===== src/rtl/stream_monitor.sv =====
// Passive valid/ready protocol monitor: counts handshakes, flags stalls, data
// instability and valid drops, and queues those events in a small FWFT FIFO.
module stream_monitor #(
    parameter int DATA_W  = 8,
    parameter int CNT_W   = 16,
    parameter int TIMEOUT = 16,
    parameter int DEPTH   = 4
) (
    input  logic              clk,
    input  logic              rst_n,
    input  logic              mon_valid,
    input  logic              mon_ready,
    input  logic [DATA_W-1:0] mon_data,
    output logic              evt_valid,
    input  logic              evt_ready,
    output logic [1:0]        evt_code,
    output logic [CNT_W-1:0]  evt_cycles,
    output logic [DATA_W-1:0] evt_data,
    output logic [CNT_W-1:0]  xfer_count,
    output logic              overflow
);

    localparam int PTR_W = $clog2(DEPTH);
    localparam logic [CNT_W-1:0] TIMEOUT_C = CNT_W'(TIMEOUT);

    typedef enum logic [1:0] {
        IDLE  = 2'd0,
        PEND  = 2'd1,
        STALL = 2'd2
    } state_t;

    typedef enum logic [1:0] {
        EVT_XFER_OK       = 2'd0,
        EVT_STABILITY_ERR = 2'd1,
        EVT_VALID_DROP    = 2'd2,
        EVT_TIMEOUT       = 2'd3
    } evt_code_t;

    typedef struct packed {
        evt_code_t         code;
        logic [CNT_W-1:0]  cycles;
        logic [DATA_W-1:0] data;
    } evt_t;

    state_t              state, state_nxt;
    logic [CNT_W-1:0]    wait_cnt, wait_nxt;
    logic [DATA_W-1:0]   latched, latched_nxt;
    logic                stab_flag, stab_flag_nxt;
    logic                handshake;
    logic                push_req;
    evt_t                push_evt;

    assign handshake = mon_valid & mon_ready;

    // ------------------------------------------------------------------
    // Protocol tracker
    // ------------------------------------------------------------------
    always_ff @(posedge clk or negedge rst_n) begin
        if (!rst_n) begin
            state      <= IDLE;
            wait_cnt   <= '0;
            latched    <= '0;
            stab_flag  <= 1'b0;
            xfer_count <= '0;
        end else begin
            // NOTE: sequential state uses non-blocking assignments so every
            // register samples pre-edge values regardless of statement order.
            state     <= state_nxt;
            wait_cnt  <= wait_nxt;
            latched   <= latched_nxt;
            stab_flag <= stab_flag_nxt;
            if (handshake) begin
                xfer_count <= xfer_count + CNT_W'(1);
            end
        end
    end

    always_comb begin
        // NOTE: every output of this block gets a default first so no path
        // leaves a signal unassigned and infers a latch.
        logic to_idle;
        state_nxt       = state;
        wait_nxt        = wait_cnt;
        latched_nxt     = latched;
        stab_flag_nxt   = stab_flag;
        push_req        = 1'b0;
        push_evt.code   = EVT_XFER_OK;
        push_evt.cycles = '0;
        push_evt.data   = mon_data;
        to_idle         = 1'b0;

        unique case (state)
            IDLE: begin
                if (handshake) begin
                    push_req = 1'b1;
                end else if (mon_valid) begin
                    latched_nxt = mon_data;
                    wait_nxt    = CNT_W'(1);
                    state_nxt   = PEND;
                end
            end

            PEND, STALL: begin
                wait_nxt        = (wait_cnt == '1) ? wait_cnt : wait_cnt + CNT_W'(1);
                push_evt.cycles = wait_cnt;
                if (!mon_valid) begin
                    push_req      = 1'b1;
                    push_evt.code = EVT_VALID_DROP;
                    to_idle       = 1'b1;
                end else if (mon_data != latched && !stab_flag) begin
                    // A simultaneous handshake still completes, but the error
                    // takes the single event slot for this cycle.
                    push_req      = 1'b1;
                    push_evt.code = EVT_STABILITY_ERR;
                    stab_flag_nxt = 1'b1;
                    to_idle       = handshake;
                end else if (handshake) begin
                    push_req      = 1'b1;
                    push_evt.code = EVT_XFER_OK;
                    to_idle       = 1'b1;
                end else if (state == PEND && wait_cnt == TIMEOUT_C) begin
                    push_req      = 1'b1;
                    push_evt.code = EVT_TIMEOUT;
                    state_nxt     = STALL;
                end
            end

            default: state_nxt = IDLE;
        endcase

        if (to_idle) begin
            state_nxt     = IDLE;
            wait_nxt      = '0;
            latched_nxt   = '0;
            stab_flag_nxt = 1'b0;
        end
    end

    // ------------------------------------------------------------------
    // Event FIFO (first-word-fall-through through a registered head)
    // ------------------------------------------------------------------
    evt_t             mem [DEPTH];
    logic [PTR_W:0]   wr_ptr, rd_ptr, wr_ptr_nxt, rd_ptr_nxt;
    logic             fifo_empty, fifo_full;
    logic             pop, push_ok, push_drop;
    evt_t             head_q, head_nxt;

    assign fifo_empty = (wr_ptr == rd_ptr);
    assign fifo_full  = (wr_ptr[PTR_W] != rd_ptr[PTR_W]) &&
                        (wr_ptr[PTR_W-1:0] == rd_ptr[PTR_W-1:0]);
    assign pop        = evt_ready & ~fifo_empty;
    assign push_ok    = push_req & (~fifo_full | pop);
    assign push_drop  = push_req & fifo_full & ~pop;
    assign wr_ptr_nxt = wr_ptr + {{PTR_W{1'b0}}, push_ok};
    assign rd_ptr_nxt = rd_ptr + {{PTR_W{1'b0}}, pop};

    // NOTE: storage array has no reset; the pointers alone define which
    // entries are valid, so clearing the RAM would only cost area.
    always_ff @(posedge clk) begin
        if (push_ok) begin
            mem[wr_ptr[PTR_W-1:0]] <= push_evt;
        end
    end

    // Next head: the entry being written this cycle when it lands on the new
    // read slot (empty FIFO, or last entry popped), otherwise stored data.
    always_comb begin
        head_nxt = head_q;
        if (wr_ptr_nxt != rd_ptr_nxt) begin
            if (push_ok && wr_ptr[PTR_W-1:0] == rd_ptr_nxt[PTR_W-1:0]) begin
                head_nxt = push_evt;
            end else begin
                head_nxt = mem[rd_ptr_nxt[PTR_W-1:0]];
            end
        end
    end

    always_ff @(posedge clk or negedge rst_n) begin
        if (!rst_n) begin
            wr_ptr   <= '0;
            rd_ptr   <= '0;
            head_q   <= '0;
            overflow <= 1'b0;
        end else begin
            wr_ptr <= wr_ptr_nxt;
            rd_ptr <= rd_ptr_nxt;
            head_q <= head_nxt;
            if (push_drop) begin
                overflow <= 1'b1;
            end
        end
    end

    assign evt_valid  = ~fifo_empty;
    assign evt_code   = head_q.code;
    assign evt_cycles = head_q.cycles;
    assign evt_data   = head_q.data;

endmodule


===== config.mk =====
export PLATFORM = sky130hd
export DESIGN_NAME = stream_monitor
export DESIGN_NICKNAME = d
export VERILOG_FILES = /design/src/rtl/stream_monitor.sv
export SDC_FILE = /design/constraint.sdc
export NUM_CORES = 1
export LEC_CHECK = 0
export BUFFER_PORTS_ARGS = -buffer_cell sky130_fd_sc_hd__buf_2
export CORE_UTILIZATION = 60
export DETAILED_ROUTE_END_ITERATION = 8
export GPL_TIMING_DRIVEN = 0
export PLACE_DENSITY_LB_ADDON = 0.15
export SYNTH_ARGS = -nofsm -noshare
export SYNTH_HDL_FRONTEND = slang
export SYNTH_SLANG_ARGS = --single-unit

===== constraint.sdc =====
create_clock -name clk -period 6.53 [get_ports clk]
set_input_delay 0.9795 -clock clk [delete_from_list [all_inputs] [get_ports clk]]
set_output_delay 0.9795 -clock clk [all_outputs]
set_load 0.03 [all_outputs]

==> insert_results.sql, run 1 <==
INSERT INTO impl_metrics (metric_group, metric, value, unit) VALUES
('status', 'run_status', 'complete, but fails checks', ''),
('status', 'violations', 'design-rule violations', ''),
('layout', 'finalNetCount', '636', ''),
('die', 'starting_density_of_the_core', '61.5', '%'),
('layout', 'area_growth', '15.6', '%'),
('setup_path', 'critical_path.slowest_cell', 'sky130_fd_sc_hd__clkbuf_1', ''),
('logic_synthesis', 'yosysTopAreaCellShare', '40.4', '%'),
('place', 'portBuffers', '56', ''),
('sta', 'max_freq', '266', 'MHz'),
('sta', 'finalHoldWorstSlack', '390', 'ps'),
('power_and_ir_drop', 'worst_ir_drop_vdd', '304', 'uV'),
('sta', 'final_min_period_over_clock_period', '57.5', '%'),
('logic_synthesis', 'synth_enable_flop_cells', '104', ''),
('logic_synthesis', 'synthTopCellsByArea', 'sky130_fd_sc_hd__edfxtp_1, sky130_fd_sc_hd__dfrtp_1, sky130_fd_sc_hd__mux4_2', ''),
('clock_network', 'cts_resized', '0', ''),
('clock_network', 'cts_inserted_buffers', '17', ''),
('die', 'num_io_pins', '57', ''),
('sta', 'finalSetupViolCount', '0', ''),
('sta', 'finalMaxSlewViolations', '0', ''),
('setup_path', 'cp_num_buf_inv', '3', ''),
('power_and_ir_drop', 'p_leak', '0.00371', 'uW'),
('setup_path', 'start_kind', 'input port', ''),
('logic_synthesis', 'synth.top_cells.by_count', 'sky130_fd_sc_hd__edfxtp_1, sky130_fd_sc_hd__dfrtp_1, sky130_fd_sc_hd__nor2_1', ''),
('clock_network', 'cts.repair_timing.setup_buffer_count', '0', ''),
('die', 'core', '12600', 'um2'),
('route', 'detailroute.via_count', '4624', ''),
('layout', 'diodes', '0', ''),
('logic_synthesis', 'async_flop_share', '42.2', '%'),
('global_routing', 'largest_net_degree_at_the_start_of_global_routing', '67', ''),
('clock_network', 'cts_hold_repair.buffers', '0', ''),
('logic_synthesis', 'syn_avg_cell_area', '14.6', 'um2'),
('place', 'globalplace.congestion', '0.857', ''),
('sta', 'grt_setup_unrepaired', 'false', ''),
('logic_synthesis', 'yosysWarnings', '0', ''),
('route', 'detail_route.drc_violations', '2', ''),
('setup_path', 'endpoint_kind', 'flop', ''),
('worst_hold_path', 'min_path_type', 'input port to async pin', ''),
('sta', 'fin_skew', '8.81', 'ps'),
('flow_run', 'drv.max_cap_violation_count', '0', ''),
('sta', 'period_minus_slack', '3750', 'ps'),
('layout', 'nFillCells', '832', ''),
('global_routing', 'groute.usage.overall', '25.3', '%'),
('setup_path', 'critical_path_required', '6880', 'ps'),
('route', 'route.final.wire_length', '15200', 'um'),
('die', 'die-height', '116', 'um'),
('die', 'std_cell_rows', '41', ''),
('layout', 'final_layout_size_suffix_gt1_share', '23.6', '%'),
('setup_path', 'path_max_fanout', '10', ''),
('route', 'wire_per_inst', '19.1', 'um'),
('logic_synthesis', 'synthMostInstantiatedCell', 'sky130_fd_sc_hd__edfxtp_1', ''),
('route', 'number_of_drc_markers_after_the_initial_detailed_route_iteration', '444', ''),
('clock_network', 'ctsLongestPathBuffers', '2', ''),
('global_routing', 'grt_pass1_wl', '24600', 'um'),
('logic_synthesis', 'synth_ff_type', 'sky130_fd_sc_hd__edfxtp_1', ''),
('place', 'place_area', '8360', 'um2'),
('setup_path', 'critPathMaxStageDelay', '520', 'ps'),
('layout', 'multi_input_comb_area', '2550', 'um2'),
('place', 'place.detailed.hpwl', '10300', 'um'),
('sta', 'worst_margin_slew', '981', 'ps'),
('die', 'floorplan.die_area', '13300', 'um2'),
('sta', 'finalSetupTns', '0', 'ps'),
('logic_synthesis', 'syn_inst', '531', ''),
('clock_network', 'htreeDepth', '4', ''),
('layout', 'postLayoutCoreUtil', '71.1', '%'),
('logic_synthesis', 'synth_cell_types', '50', ''),
('logic_synthesis', 'synth_sequential_area_ratio', '65.0', '%'),
('clock_network', 'cts.sinks', '180', ''),
('logic_synthesis', 'synth_seq_cells', '180', ''),
('logic_synthesis', 'postSynthNetCount', '554', ''),
('logic_synthesis', 'synthDominantAreaCellType', 'sky130_fd_sc_hd__edfxtp_1', ''),
('global_routing', 'grt_pass1_vias', '4613', '');
## final timing paths
kind	cells after the start	endpoint	slack, ps	from
setup / recovery	15	evt_cycles[12]	2780	mon_data[4]
hold / removal	1	evt_data[0]	390	rst_n
setup reg to reg	16	evt_cycles[12]	2790	state[0]
hold reg to reg	1	overflow	470	overflow
max in group asynchronous	2	wait_cnt[14]	5560	rst_n
min in group clk	1	overflow	470	overflow
## area by class of cell
cell class / count / share of cell area, %
Multi-Input combinational cell: 317 / 28.6
Clock buffer: 27 / 5.63
Inverter: 11 / 0.462
Timing Repair Buffer: 63 / 4.48
Buffer: 23 / 1.41
Tap cell: 172 / 2.41
Clock inverter: 5 / 0.840
Sequential cell: 180 / 56.2
## stage by stage
stage / cells / setup slack, ps
after floorplan: 531 / 2240
final: 798 / 2780
after CTS: 798 / 2780
after global placement: 759 / 348
after global routing: 798 / 2430
after detailed placement: 766 / 2360
## placed cells by master (no fill, tap or decap), types with 13 or more instances in the layout
| cell type | count |
|---|---|
| sky130_fd_sc_hd__edfxtp_1 | 104 |
| sky130_fd_sc_hd__dfrtp_1 | 76 |
| sky130_fd_sc_hd__buf_2 | 63 |
| sky130_fd_sc_hd__nor2_1 | 48 |
| sky130_fd_sc_hd__a21oi_1 | 31 |
| sky130_fd_sc_hd__mux4_2 | 26 |
| sky130_fd_sc_hd__mux2i_1 | 25 |
| sky130_fd_sc_hd__nand2_1 | 21 |
| sky130_fd_sc_hd__xor2_1 | 17 |
| sky130_fd_sc_hd__xnor2_1 | 17 |
| sky130_fd_sc_hd__clkbuf_1 | 17 |
| sky130_fd_sc_hd__clkbuf_16 | 17 |
| sky130_fd_sc_hd__and2_1 | 16 |
| sky130_fd_sc_hd__o21ai_0 | 13 |
## metal layers
layer / wire [um] / GRT usage [%] / vias to the layer above
li1: - / - / 2151
met1: 6590 / 33.8 / 2303
met2: 7560 / 41.4 / 145
met3: 723 / 4.39 / 25
met4: 339 / 11.2 / 0
met5: 0 / 0 / -
## registers in the layout, summed over array words and instances (netlist names)
name,cells
mem,104
stab_flag,1
wr_ptr,3
evt_cycles,16
rd_ptr,3
evt_code,2
wait_cnt,16
overflow,1
state,2
evt_data,8
latched,8
xfer_count,16
## worst reg2reg max path: cells and delay by family (launching register included)
family	cells	cell delay [ps]
buffers and inverters	5	1150
AND/OR/NAND/NOR	3	750
adder cells (fa/ha/maj)	3	590
AO/OA/AOI/OAI	3	450
flip-flops	1	400
XOR/XNOR	2	320
## power by group
part | internal (uW) | switching, uW | leakage [uW]
logic | 870 | 1290 | 0.00146
clock network | 603 | 395 | 0.000285
registers | 1550 | 142 | 0.00197
## cell families (layout without fill, tap and decap cells)
logic type / Yosys count / in the layout / share of synthesized area, %
mux: 52 / 52 / 11.0
flops: 180 / 180 / 65.0
xor+xnor: 34 / 34 / 3.85
simple gates: 138 / 138 / 9.76
buf+inv: 34 / 129 / 2.17
compound gates: 83 / 83 / 6.65
fa+ha+maj: 10 / 10 / 1.62
Power figures use the tool's default switching activity.
==> run 2, diff against run 1 <==
ABC_AREA = 1   (was not set)
CORE_UTILIZATION = 54   (was 60)
clock period = 3.4 ns   (was 6.53 ns; I/O delays follow)
==> run 2 against run 1 <==
Against the previous run: the flow still finishes with violations (design-rule violations); wire length grew 30%; largest cell class unchanged; via count grew 35%; sequential share of layout area shrank 3.2 points; first-iteration DRC count grew 44%; setup slack lost 2600 ps; utilization shrank 6.4 points; synthesized area grew 5.6%; clock skew is essentially flat; global-route usage grew 0.95 points; critical endpoint is now evt_data[7]; non-clock buffer count grew 20; register-to-register slack lost 2600 ps; count of clock-buffer cells in the layout shrank 8.
==> insert_results.sql, run 2 <==
INSERT INTO impl_metrics (metric_group, metric, value, unit) VALUES
('logic_synthesis', 'synth_seq_cells', '180', ''),
('setup_path', 'critPathMaxStageDelay', '480', 'ps'),
('sta', 'fin_skew', '8.52', 'ps'),
('logic_synthesis', 'synth_ff_type', 'sky130_fd_sc_hd__edfxtp_1', ''),
('setup_path', 'critical_path_class', 'flop to flop', ''),
('global_routing', 'largest_net_degree_at_the_start_of_global_routing', '50', ''),
('route', 'wire_per_inst', '18.3', 'um'),
('place', 'portBuffers', '56', ''),
('sta', 'finalSetupViolCount', '0', ''),
('logic_synthesis', 'synth.top_cells.by_count', 'sky130_fd_sc_hd__nand2_1, sky130_fd_sc_hd__edfxtp_1, sky130_fd_sc_hd__dfrtp_1', ''),
('logic_synthesis', 'synth_sequential_area_ratio', '61.5', '%'),
('layout', 'area_growth', '16.1', '%'),
('setup_path', 'critical_path.slowest_cell', 'sky130_fd_sc_hd__dfrtp_1', ''),
('sta', 'worst_margin_slew', '1010', 'ps'),
('die', 'core', '14600', 'um2'),
('layout', 'layout_commonest_cell', 'sky130_fd_sc_hd__nand2_1', ''),
('clock_network', 'ctsLongestPathBuffers', '2', ''),
('route', 'detailroute.via_count', '6262', ''),
('die', 'die-height', '125', 'um'),
('place', 'place.detailed.hpwl', '13800', 'um'),
('place', 'pre_cts_slack', '-778', 'ps'),
('route', 'routed_antenna_nets', '0', ''),
('global_routing', 'antenna_found_initial', '0', ''),
('sta', 'final_min_period_over_clock_period', '95.2', '%'),
('sta', 'finalMaxSlewViolations', '0', ''),
('setup_path', 'critical-path-top-cell-by-count', 'sky130_fd_sc_hd__nand2_1', ''),
('global_routing', 'aggregate_global_routing_overflow', '0', ''),
('layout', 'finalNetCount', '905', ''),
('setup_path', 'endpoint_kind', 'flop', ''),
('clock_network', 'clkSlewWorstSetupHoldPaths', '70', 'ps'),
('logic_synthesis', 'syn_avg_cell_area', '10.3', 'um2'),
('global_routing', 'groute.usage.overall', '26.3', '%'),
('sta', 'fin_ws', '164', 'ps'),
('clock_network', 'buffer_type_at_the_clock_tree_root', 'sky130_fd_sc_hd__clkbuf_16', ''),
('sta', 'worst_slew_margin_rel', '32.1', '%'),
('logic_synthesis', 'yosysTopAreaCellShare', '38.2', '%'),
('die', 'std_cell_rows', '44', ''),
('clock_network', 'cts_tree', 'done', ''),
('sta', 'period_minus_slack', '3240', 'ps'),
('layout', 'most-common-layout-cells', 'sky130_fd_sc_hd__nand2_1, sky130_fd_sc_hd__edfxtp_1, sky130_fd_sc_hd__dfrtp_1, sky130_fd_sc_hd__inv_1, sky130_fd_sc_hd__buf_2', ''),
('worst_hold_path', 'min_path_type', 'input port to async pin', ''),
('global_routing', 'grt_pass1_vias', '6108', ''),
('logic_synthesis', 'syn_area', '8170', 'um2'),
('logic_synthesis', 'async_flop_share', '42.2', '%'),
('logic_synthesis', 'postSynthNetCount', '815', ''),
('flow_run', 'drv.max_cap_violation_count', '0', ''),
('die', 'die_width', '125', 'um'),
('logic_synthesis', 'syn_inst', '792', ''),
('layout', 'diodes', '0', ''),
('route', 'vias_per_cell', '5.80', ''),
('setup_path', 'critical_path_required', '3730', 'ps'),
('clock_network', 'cts_inserted_buffers', '17', ''),
('setup_path', 'worstPathCellList', 'xnor2_1, nand2_1, inv_1, nand2_1, nand2_2, inv_1, ha_1, ha_1, xor2_2, xnor2_1, nand2_2, buf_4, buf_4, nand3_1, nand2_1', ''),
('layout', 'largest_register_ff_count', '104', ''),
('logic_synthesis', 'synth_enable_flop_cells', '104', ''),
('route', 'firstDrtPassIters', '7', ''),
('sta', 'timing_hold_violations_final', '0', ''),
('route', 'route.final.wire_length', '19700', 'um'),
('setup_path', 'crit_arrival', '3560', 'ps'),
('die', 'floorplan.die_area', '15600', 'um2'),
('logic_synthesis', 'yosysWarnings', '0', ''),
('clock_network', 'insertion_delay', '440', 'ps'),
('clock_network', 'cts.sinks', '180', ''),
('global_routing', 'grt_pass1_wl', '31300', 'um'),
('status', 'violations', 'design-rule violations', ''),
('die', 'num_io_pins', '57', ''),
('die', 'starting_density_of_the_core', '55.8', '%'),
('logic_synthesis', 'synthDominantAreaCellType', 'sky130_fd_sc_hd__edfxtp_1', ''),
('setup_path', 'path_max_fanout', '10', ''),
('route', 'detail_route.drc_violations', '4', ''),
('status', 'run_status', 'complete, but fails checks', ''),
('clock_network', 'htreeDepth', '4', ''),
('layout', 'final_layout_size_suffix_gt1_share', '16.4', '%'),
('setup_path', 'start_kind', 'flop', ''),
('route', 'number_of_drc_markers_after_the_initial_detailed_route_iteration', '638', ''),
('place', 'globalplace.congestion', '0.864', ''),
('logic_synthesis', 'synthMostInstantiatedCell', 'sky130_fd_sc_hd__nand2_1', ''),
('sta', 'finalHoldWorstSlack', '0.343', 'ps'),
('logic_synthesis', 'synth_cell_types', '37', ''),
('sta', 'max_freq', '309', 'MHz'),
('logic_synthesis', 'synthTopCellsByArea', 'sky130_fd_sc_hd__edfxtp_1, sky130_fd_sc_hd__dfrtp_1, sky130_fd_sc_hd__nand2_1', '');
## run 2: cell types whose count changed after synthesis, sizes merged, moves of 8 or more
cell,before,now
a21oi,33,41
a22o,8,0
a32o,0,26
and2,16,0
clkbuf,11,23
inv,11,73
mux2i,25,0
mux4,26,0
nand2,21,238
nand3,12,45
nand4,10,37
nor2,48,34
nor3,3,11
o21ai,24,16
## run 2: worst paths after layout
| kind | cells after the start | slack (ps) | from | to |
|---|---|---|---|---|
| worst max register to register | 15 | 160 | wr_ptr[1] | evt_data[7] |
| worst min-delay path | 1 | 0.3 | rst_n | evt_data[5] |
| min in group clk | 1 | 330 | mon_data[5] | mem[0][5] |
| worst min register to register | 2 | 470 | evt_cycles[5] | evt_cycles[5] |
| max in group asynchronous | 2 | 2810 | rst_n | evt_cycles[6] |
| worst max-delay path | 15 | 160 | wr_ptr[1] | evt_data[7] |
## run 2: repair_timing
item	CTS	global route
hold buffers	0	0
pin swaps	1	2
setup buffers	1	3
cloned	0	0
endpoints found under the setup margin	34	20
gates resized for setup	4	13
## run 2: critical path: cells and delay by family (launching register included)
family,cells,cell delay (ps)
xor+xnor,3,650
fa+ha+maj,2,390
buf+inv,4,490
flops,1,480
simple gates,6,1100
## run 2: area by class of cell
type                            instances  area [um2]
Buffer                                 35         179
Fill cell                            1163        5160
Clock inverter                         13         134
Tap cell                              184         230
Multi-Input combinational cell        503        2730
Timing Repair Buffer                   71         462
Sequential cell                       180        5020
Clock buffer                           19         443
Inverter                               74         283
## run 2: cell families (layout without fill, tap and decap cells)
| kind of cell | after synthesis | in the layout | synth area share, % |
|---|---|---|---|
| flip-flops | 180 | 180 | 61.5 |
| AO/OA/AOI/OAI | 95 | 95 | 7.91 |
| AND/OR/NAND/NOR | 369 | 369 | 20.5 |
| XOR/XNOR | 29 | 29 | 3.11 |
| adder cells (fa/ha/maj) | 10 | 10 | 1.53 |
| buffers and inverters | 109 | 212 | 5.45 |
## run 2: per-stage QoR
stage	area, um2	TNS, ps	utilization [%]	instances
5_1_grt	9480	-5.09	64.7	1079
2_1_floorplan	8170	-29350	-	792
3_5_place_dp	8840	-20430	60.3	1043
6_report	9480	0	64.7	1079
3_3_place_gp	8680	-246360	59.3	1032
4_1_cts	9430	0	64.4	1076
## run 2: metal layers
metal / GRT usage (%) / wire, um
met1: 36.0 / 8490
met3: 4.92 / 1420
met5: 0 / 0
met2: 42.0 / 9450
met4: 10.1 / 382
Power of run 2 is left out: the tool's default activity adds up to more than one toggle a clock period on the data nets, which glitch-free logic cannot reach.
